**config.mk**
```make
export PLATFORM = sky130hd
export DESIGN_NAME = servo_pwm_decoder_flat
export DESIGN_NICKNAME = d
export VERILOG_FILES = /design/src/rtl/servo_pwm_decoder_if.sv /design/src/rtl/servo_pwm_decoder.sv /design/src/flat_wrapper.sv
export SDC_FILE = /design/constraint.sdc
export NUM_CORES = 1
export LEC_CHECK = 0
export BUFFER_PORTS_ARGS = -buffer_cell sky130_fd_sc_hd__clkbuf_2
export CORE_MARGIN = 10
export CORE_UTILIZATION = 55
export DETAILED_ROUTE_END_ITERATION = 8
export GPL_TIMING_DRIVEN = 0
export PLACE_DENSITY = 0.73
export SLEW_MARGIN = 30
export SYNTH_ARGS = -nofsm -noshare
export SYNTH_HDL_FRONTEND = slang
export SYNTH_SLANG_ARGS = --single-unit
```
**constraint.sdc**
```tcl
create_clock -name clk -period 5.65 [get_ports clk]
set_input_delay 0.565 -clock clk [delete_from_list [all_inputs] [get_ports clk]]
set_output_delay 0.565 -clock clk [all_outputs]
set_load 0.005 [all_outputs]
```
**src/rtl/servo_pwm_decoder_if.sv**
```systemverilog
// Signal bundle for the servo PWM decoder: enable and PWM line in, decoded position and status out.
interface servo_pwm_decoder_if;
    logic       ena;
    logic       pwm_in;
    logic [7:0] position;
    logic       valid;
    logic       sample_stb;
    logic       pulse_err;
    logic       timeout;

    modport master (
        output ena, pwm_in,
        input  position, valid, sample_stb, pulse_err, timeout
    );

    modport slave (
        input  ena, pwm_in,
        output position, valid, sample_stb, pulse_err, timeout
    );
endinterface

```
**src/rtl/servo_pwm_decoder.sv**
```systemverilog
// Measures the high time of a servo PWM pulse and maps it to an 8-bit position, with
// short/long pulse rejection and a frame-loss timeout.
module servo_pwm_decoder #(
    parameter int unsigned MIN_WIDTH     = 10000,
    parameter int unsigned STEP          = 40,
    parameter int unsigned SHORT_LIMIT   = 5000,
    parameter int unsigned LONG_LIMIT    = 25000,
    parameter int unsigned FRAME_TIMEOUT = 250000
) (
    input logic                clk,
    input logic                reset,
    servo_pwm_decoder_if.slave bus
);
    localparam logic [20:0] MIN_W     = 21'(MIN_WIDTH);
    localparam logic [20:0] STEP_W    = 21'(STEP);
    localparam logic [20:0] SHORT_W   = 21'(SHORT_LIMIT);
    localparam logic [20:0] LONG_W    = 21'(LONG_LIMIT);
    localparam logic [20:0] TIMEOUT_W = 21'(FRAME_TIMEOUT);
    localparam logic [20:0] CNT_MAX   = '1;

    typedef enum logic [1:0] {SYNC, IDLE, HIGH, REJECT} state_t;

    state_t      state;
    logic        sync1, sync2, sync3;
    logic [1:0]  sync_fill;
    logic [20:0] width_cnt, step_cnt, frame_cnt;
    logic [7:0]  acc, pend_pos, position_q;
    logic        pend, valid_q, sample_stb_q, pulse_err_q, timeout_q;

    logic        rise, fall;
    logic [20:0] width_next, frame_next, step_inc, adv_cnt, adv_step;
    logic [7:0]  adv_acc;

    assign rise       = sync2 & ~sync3;
    assign fall       = ~sync2 & sync3;
    assign width_next = (width_cnt == CNT_MAX) ? width_cnt : width_cnt + 21'd1;
    assign frame_next = (frame_cnt == CNT_MAX) ? frame_cnt : frame_cnt + 21'd1;
    assign step_inc   = (step_cnt == CNT_MAX) ? step_cnt : step_cnt + 21'd1;
    assign adv_cnt    = (state == IDLE) ? 21'd1 : width_next;

    // Every STEP high cycles past MIN_WIDTH bump the saturating position accumulator.
    always_comb begin
        adv_step = step_cnt;
        adv_acc  = acc;
        if (adv_cnt > MIN_W) begin
            if (step_inc >= STEP_W) begin
                adv_step = '0;
                adv_acc  = (acc == 8'hFF) ? acc : acc + 8'd1;
            end else begin
                adv_step = step_inc;
            end
        end
    end

    always_ff @(posedge clk) begin
        if (reset) begin
            state        <= SYNC;
            sync1        <= 1'b0;
            sync2        <= 1'b0;
            sync3        <= 1'b0;
            sync_fill    <= 2'b00;
            width_cnt    <= '0;
            step_cnt     <= '0;
            frame_cnt    <= '0;
            acc          <= '0;
            pend_pos     <= '0;
            pend         <= 1'b0;
            position_q   <= '0;
            valid_q      <= 1'b0;
            sample_stb_q <= 1'b0;
            pulse_err_q  <= 1'b0;
            timeout_q    <= 1'b0;
        end else begin
            sync1        <= bus.pwm_in;
            sync2        <= sync1;
            sync3        <= sync2;
            sync_fill    <= {sync_fill[0], 1'b1};
            sample_stb_q <= 1'b0;
            pulse_err_q  <= 1'b0;

            if (!bus.ena) begin
                state     <= SYNC;
                width_cnt <= '0;
                step_cnt  <= '0;
                frame_cnt <= '0;
                acc       <= '0;
                pend      <= 1'b0;
            end else begin
                // A rise in the same cycle as the timeout wins, so no timeout is raised.
                if (rise) begin
                    frame_cnt <= '0;
                end else begin
                    frame_cnt <= frame_next;
                    if (frame_next == TIMEOUT_W) begin
                        valid_q   <= 1'b0;
                        timeout_q <= 1'b1;
                    end
                end

                if (pend) begin
                    position_q   <= pend_pos;
                    valid_q      <= 1'b1;
                    timeout_q    <= 1'b0;
                    sample_stb_q <= 1'b1;
                    pend         <= 1'b0;
                end

                // sync_fill keeps the reset value of the synchronizer from passing as a real low.
                case (state)
                    SYNC: begin
                        if (sync_fill[1] && !sync2) state <= IDLE;
                    end
                    IDLE: begin
                        if (rise) begin
                            state     <= HIGH;
                            width_cnt <= 21'd1;
                            step_cnt  <= adv_step;
                            acc       <= adv_acc;
                        end
                    end
                    HIGH: begin
                        if (fall) begin
                            state <= IDLE;
                            if (width_cnt < SHORT_W) begin
                                pulse_err_q <= 1'b1;
                            end else begin
                                pend     <= 1'b1;
                                pend_pos <= acc;
                            end
                            width_cnt <= '0;
                            step_cnt  <= '0;
                            acc       <= '0;
                        end else if (width_next > LONG_W) begin
                            state       <= REJECT;
                            pulse_err_q <= 1'b1;
                            width_cnt   <= '0;
                            step_cnt    <= '0;
                            acc         <= '0;
                        end else begin
                            width_cnt <= width_next;
                            step_cnt  <= adv_step;
                            acc       <= adv_acc;
                        end
                    end
                    REJECT: begin
                        if (!sync2) state <= IDLE;
                    end
                    default: state <= SYNC;
                endcase
            end
        end
    end

    assign bus.position   = position_q;
    assign bus.valid      = valid_q;
    assign bus.sample_stb = sample_stb_q;
    assign bus.pulse_err  = pulse_err_q;
    assign bus.timeout    = timeout_q;
endmodule

```
**src/flat_wrapper.sv**
```systemverilog
// flat-port wrapper written by rule: the top's interface ports become plain ports
module servo_pwm_decoder_flat 
#(
    parameter int unsigned MIN_WIDTH     = 10000,
    parameter int unsigned STEP          = 40,
    parameter int unsigned SHORT_LIMIT   = 5000,
    parameter int unsigned LONG_LIMIT    = 25000,
    parameter int unsigned FRAME_TIMEOUT = 250000
)
  (clk, reset, bus_ena, bus_pwm_in, bus_position, bus_valid, bus_sample_stb, bus_pulse_err, bus_timeout);
  servo_pwm_decoder_if bus_i ();
  input logic clk;
  input logic reset;
  input wire logic [$bits(bus_i.ena)-1:0] bus_ena;
  input wire logic [$bits(bus_i.pwm_in)-1:0] bus_pwm_in;
  output wire logic [$bits(bus_i.position)-1:0] bus_position;
  output wire logic [$bits(bus_i.valid)-1:0] bus_valid;
  output wire logic [$bits(bus_i.sample_stb)-1:0] bus_sample_stb;
  output wire logic [$bits(bus_i.pulse_err)-1:0] bus_pulse_err;
  output wire logic [$bits(bus_i.timeout)-1:0] bus_timeout;
  assign bus_i.ena = bus_ena;
  assign bus_i.pwm_in = bus_pwm_in;
  assign bus_position = bus_i.position;
  assign bus_valid = bus_i.valid;
  assign bus_sample_stb = bus_i.sample_stb;
  assign bus_pulse_err = bus_i.pulse_err;
  assign bus_timeout = bus_i.timeout;
  servo_pwm_decoder #(.MIN_WIDTH(MIN_WIDTH), .STEP(STEP), .SHORT_LIMIT(SHORT_LIMIT), .LONG_LIMIT(LONG_LIMIT), .FRAME_TIMEOUT(FRAME_TIMEOUT)) u_core (.clk(clk), .reset(reset), .bus(bus_i));
endmodule
```
== Word-level counts from Yosys, hierarchy flattened ==
Index checks and enable logic that the tools add are counted.

* Register bits: 99
* Bits of input ports: 4

* Add/sub/neg operators: 4
* $lt $le $gt $ge: 4
* Equal/unequal tests: 13
* Multiplexer cells: 39
* Bitwise gates (word level): 8
* Reductions and logical operators: 14

{| class="wikitable"
|+ Operators by type and width
! cell !! number
|-
| two-way mux 21 bit || 12
|-
| case mux 21 bit (2 select lines) || 2
|-
| adder 21 x 1 -> 21 bit, second input constant || 3
|-
| == test 21 bit, second input constant || 3
|-
| two-way mux 8 bit || 6
|-
| == test 21 x 18 -> 1 bit, second input constant || 1
|-
| >= comparator 21 x 6 -> 1 bit, second input constant || 1
|-
| > comparator 21 x 14 -> 1 bit, second input constant || 1
|-
| > comparator 21 x 15 -> 1 bit, second input constant || 1
|-
| < comparator 21 x 13 -> 1 bit, second input constant || 1
|-
| case mux 8 bit (2 select lines) || 1
|-
| two-way mux 1 bit || 12
|-
| two-way mux 2 bit || 5
|-
| adder 8 x 1 -> 8 bit, second input constant || 1
|-
| == test 8 bit, second input constant || 1
|-
| case mux 2 bit (4 select lines) || 1
|-
| AND reduction 4 bit || 2
|-
| inequality test 2 x 1 -> 1 bit, second input constant || 3
|-
| NOT 1 bit || 6
|-
| OR reduction 3 bit || 2
|-
| == test 2 bit, second input constant || 2
|-
| AND reduction 2 bit || 2
|-
| nonzero test 2 bit || 2
|-
| OR reduction 4 bit || 1
|-
| 9 further kinds || 10
|}

== Logic depth before layout (Yosys ltp) ==
* Word-level depth: 8
* Mapped depth: 14
* Mapped depth without buffers: 10

== Least setup slack after synthesis ==
No wires, ideal clock.

* Kind: reg2reg
* Start point: register u_core.width_cnt[1]
* End point: register u_core.acc[3]
* Data arrival time: 3.019 ns
* Data required time: 5.529 ns
* Path slack: 2.510 ns
* Stages on the path, launching flop included: 12
* Buffers on the path: 1
* Cells stage by stage: dfxtp_1 -> ha_1 -> clkbuf_1 -> and3_1 -> nand2_1 -> o21ai_0 -> mux2_2 -> a2111oi_2 -> nor3_2 -> nor3_2 -> nand4_1 -> mux2_2

* Cells in the longest elaborated chain, start to end: 8
* Elaborated cells on any way between the ends: 11
* Classes of those cells: 1 x add/sub; 2 x order compare; 1 x eq/ne; 7 x mux

{| class="wikitable"
|+ Ends and longest elaborated chain
! what !! line !! source
|-
| start: declaration || servo_pwm_decoder.sv:26 || <nowiki>logic [20:0] width_cnt, step_cnt, frame_cnt;</nowiki>
|-
| start signal: assignment || servo_pwm_decoder.sv:140 || <nowiki>width_cnt <= width_next;</nowiki>
|-
| adder 21 x 1 -> 21 bit / == test 21 bit (equally long branches) || servo_pwm_decoder.sv:36 || <nowiki>assign width_next = (width_cnt == CNT_MAX) ? width_cnt : width_cnt + 21'd1;</nowiki>
|-
| two-way mux 21 bit (*) || servo_pwm_decoder.sv:36 ||
|-
| two-way mux 21 bit || servo_pwm_decoder.sv:39 || <nowiki>assign adv_cnt = (state == IDLE) ? 21'd1 : width_next;</nowiki>
|-
| > comparator 21 x 14 -> 1 bit || servo_pwm_decoder.sv:45 || <nowiki>if (adv_cnt > MIN_W) begin</nowiki>
|-
| two-way mux 8 bit || servo_pwm_decoder.sv:45 ||
|-
| two-way mux 8 bit || servo_pwm_decoder.sv:133 || <nowiki>end else if (width_next > LONG_W) begin</nowiki>
|-
| two-way mux 8 bit || servo_pwm_decoder.sv:122 || <nowiki>if (fall) begin</nowiki>
|-
| case mux 8 bit (2 select lines) (*) || servo_pwm_decoder.sv:109 || <nowiki>case (state)</nowiki>
|-
| end signal: assignment || servo_pwm_decoder.sv:118 || <nowiki>acc <= adv_acc;</nowiki>
|-
| end signal: assignment || servo_pwm_decoder.sv:142 || <nowiki>acc <= adv_acc;</nowiki>
|-
| end: declaration || servo_pwm_decoder.sv:27 || <nowiki>logic [7:0] acc, pend_pos, position_q;</nowiki>
|}

Mark *: on every way between the ends. The rest lies on a longest branch, timed or not. The select of a mux whose other input is x is not followed.
A chain may end at the register's enable or synchronous reset.

== Worst setup path in the final report ==
* Start point: register u_core.width_cnt[0]
* End point: register u_core.acc[3]

The elaborated chain is that of the path after synthesis.

==> flow_summary.ini <==
[floorplan]
die_x_um = 121.0
die-area_sq_mm = 0.01463
start_util_pct = 56.84
rows = 36
die_h_um = 121.0
io-pin-count = 16
core_area_sq_mm = 0.009864

[worst_setup_path]
cp_slowest_cell = o21ai_0
cp_data_arrival_time_ns = 4.27
reg2reg_from = u_core.width_cnt[0]
slowest_delay_ns = 0.60
crit_buf_inv = 1
reg2reg_depth = 11
critPathLaunch = u_core.width_cnt[0]
start_kind = flip-flop
crit_required_ns = 5.93
reg2reg_setup_slack_ns = 1.66
path_cells = ha_1 -> clkbuf_1 -> and3_1 -> nand2_1 -> o21ai_0 -> mux2_2 -> a2111oi_2 -> nor3_2 -> nor3_2 -> nand4_1 -> mux2_2
rr_endpoint = u_core.acc[3]
setup.worst_path.end = u_core.acc[3]
path_depth = 11
cp-end-kind = flip-flop
cp_max_fo = 9
critical_path.top_delay_family = simple AND/OR/NAND/NOR gates
worstSetupPathType = flip-flop to flip-flop

[routing]
drt_iter0_drc = 455
drtAntennaViolNets = 0
top_layer = met4
vias_per_cell = 6.103
drtPass1Iterations = 6
drc = 0
met2WireLength_mm = 6.270
wl_met3_um = 707
finalWirelength_mm = 13.76
post_drt_wl_per_cell_um = 16.31
vias = 5151
wl_met1_mm = 6.548

[logic_synthesis]
seq_area_frac_synth_pct = 35.35
postSynth.asyncResetShare_pct = 0
synth_enable_flop_cells = 0
ys_types = 79
synth_most_common_cell = dfxtp_1
syn_inst = 680
synth_area_leader_cell = dfxtp_1
synthFlopType = dfxtp_1
yosysTopAreaCellShare_pct = 35.35
yosys-top-cells-count = dfxtp_1 (99), nand2_1 (67), nor2_1 (66)
syn_area_sq_mm = 0.005607
syn_area_per_cell_sq_um = 8.245
yosysWarnings = 0
synth_area_leaders = dfxtp_1 (35%), nand2_1 (4.5%), nor2_1 (4.4%)
syn_nets = 693
ys_ff_latch = 99

[clock_network]
insertion_delay_ns = 0.39
path_clk_slew_ns = 0.09
cts_buffers = 9
cts_setup_buffers = 0
cts_tree = done
postCtsHoldBufs = 0
h-tree-depth = 3
ctsResizeCount = 0
cts_sinks = 99
cts.path.max_buffers = 2
clockRootBuffer = clkbuf_8

[min_path]
hold_start = bus_pwm_in
hold_path_depth = 2
hold_class = input pin to flip-flop

[pwr]
internal-power_mw = 0.9349
switching_share_pct = 23.61
power_per_cell_area_mw_per_mm2 = 202.2
seqPwrFrac_pct = 57.4
p_sw_mw = 0.2890
total_leakage_power_nw = 2.073
totalPowerFinal_mw = 1.224
pwr-share-clk_pct = 39.4
peakVddDrop_uv = 216.6
comb_power_share_pct = 3.2

[global_routing]
antenna_found_initial = 0
grtUsageTotal_pct = 18.91
grt_max_degree = 17
grt_overflow_total = 0
grt_pass1_vias = 4735
grt_pass1_wl_mm = 23.08

[outcome]
status = complete, no violations

[place]
place_congestion = 0.9414
dp_hpwl_mm = 9.877
dpl-instance-area_sq_mm = 0.005848
io_buffers = 15

[timing]
rsz0062_at_grt = false
slew_headroom_pct = 40.71
tightest_slew_ns = 0.8782
whs_ns = 0.3963
fin_setup_tns_ns = 0
fmax_mhz = 250.4
drv_slew = 0
setup_viol = 0
fin_crit_sh_pct = 70.69
hold_viol_final = 0
min_period_ns = 3.994
fin_skew_ns = 0.01360

[run]
max_cap_violations = 0

[cells_and_area]
fin_util_pct = 61.35
area_growth_pct = 7.945
final_area_sq_mm = 0.006052
drive_above_1_share_pct = 9.001
layout.nets = 719
diodes = 0
## cell families (layout without fill, tap and decap cells)
| kind of cell | Yosys count | in the layout | synth area share [%] |
|---|---|---|---|
| flops | 99 | 99 | 35.35 |
| simple gates | 324 | 324 | 30.89 |
| buf+inv | 53 | 84 | 3.928 |
| compound gates | 131 | 131 | 17.14 |
| fa+ha+maj | 9 | 9 | 2.009 |
| mux | 25 | 25 | 4.597 |
| xor+xnor | 39 | 39 | 6.092 |
## state kept, by name, indices dropped and copies added, names as in the netlist
| signal | count |
|---|---|
| u_core.bus.timeout | 1 |
| u_core.bus.sample_stb | 1 |
| u_core.sync3 | 1 |
| u_core.state | 2 |
| u_core.frame_cnt | 21 |
| u_core.bus.valid | 1 |
| u_core.sync2 | 1 |
| u_core.pend | 1 |
| u_core.acc | 8 |
| u_core.bus.pulse_err | 1 |
| u_core.pend_pos | 8 |
| u_core.step_cnt | 21 |
| u_core.width_cnt | 21 |
| u_core.bus.position | 8 |
| u_core.sync1 | 1 |
| u_core.sync_fill | 2 |
## routing by layer
metal / track usage [%] / vias to the layer above
met5: 0 / -
met4: 5.505 / 0
met3: 4.374 / 20
met2: 29.66 / 155
met1: 25.24 / 2425
li1: - / 2551
## worst min-delay path by stage
stage                   endpoint  slack (ns)
floorplan           u_core.sync2        0.41
global placement    u_core.sync2        0.42
detailed placement  u_core.sync2        0.42
CTS                 u_core.sync1        0.38
global route        u_core.sync1        0.41
finish              u_core.sync1        0.40
## power groups by stage
stage	Combinational (mW)	Sequential, mW	Clock, mW
floorplan	0.0278	0.718	0
detailed placement	0.0392	0.719	0
global placement	0.0386	0.719	0
CTS	0.0396	0.702	0.491
finish	0.0395	0.702	0.482
global route	0.0442	0.703	0.516
## stage by stage
| stage | instances | setup slack [ns] |
|---|---|---|
| finish | 844 | 1.656 |
| global route | 844 | 1.404 |
| CTS | 844 | 1.679 |
| detailed placement | 828 | 1.700 |
| global placement | 828 | 1.725 |
| floorplan | 680 | 2.510 |
## final cells by class
| type | count | area [sq um] |
|---|---|---|
| Tap cell | 133 | 166.4 |
| Multi-Input combinational cell | 528 | 3405 |
| Timing Repair Buffer | 15 | 75.07 |
| Clock buffer | 12 | 145.1 |
| Clock inverter | 4 | 58.81 |
| Sequential cell | 99 | 1982 |
| Fill cell | 897 | 3812 |
| Buffer | 37 | 160.2 |
| Inverter | 16 | 60.06 |
## layout by cell type, fill, tap and decap left out, drive strengths merged, types with 5 or more instances in the layout
cell type / instances
xnor2: 17
clkbuf: 52
or3: 9
or4: 5
nand4: 25
buf: 12
nand2b: 6
mux2i: 19
ha: 9
a211oi: 12
nand3: 27
o22ai: 8
nand2: 67
dfxtp: 99
and3: 24
mux2: 6
o21ai: 14
a21oi: 33
nor2: 66
and2: 12
nor4: 9
xor2: 22
a31oi: 9
and4: 12
inv: 17
nor2b: 21
nor3: 28
Power figures use the tool's default switching activity.
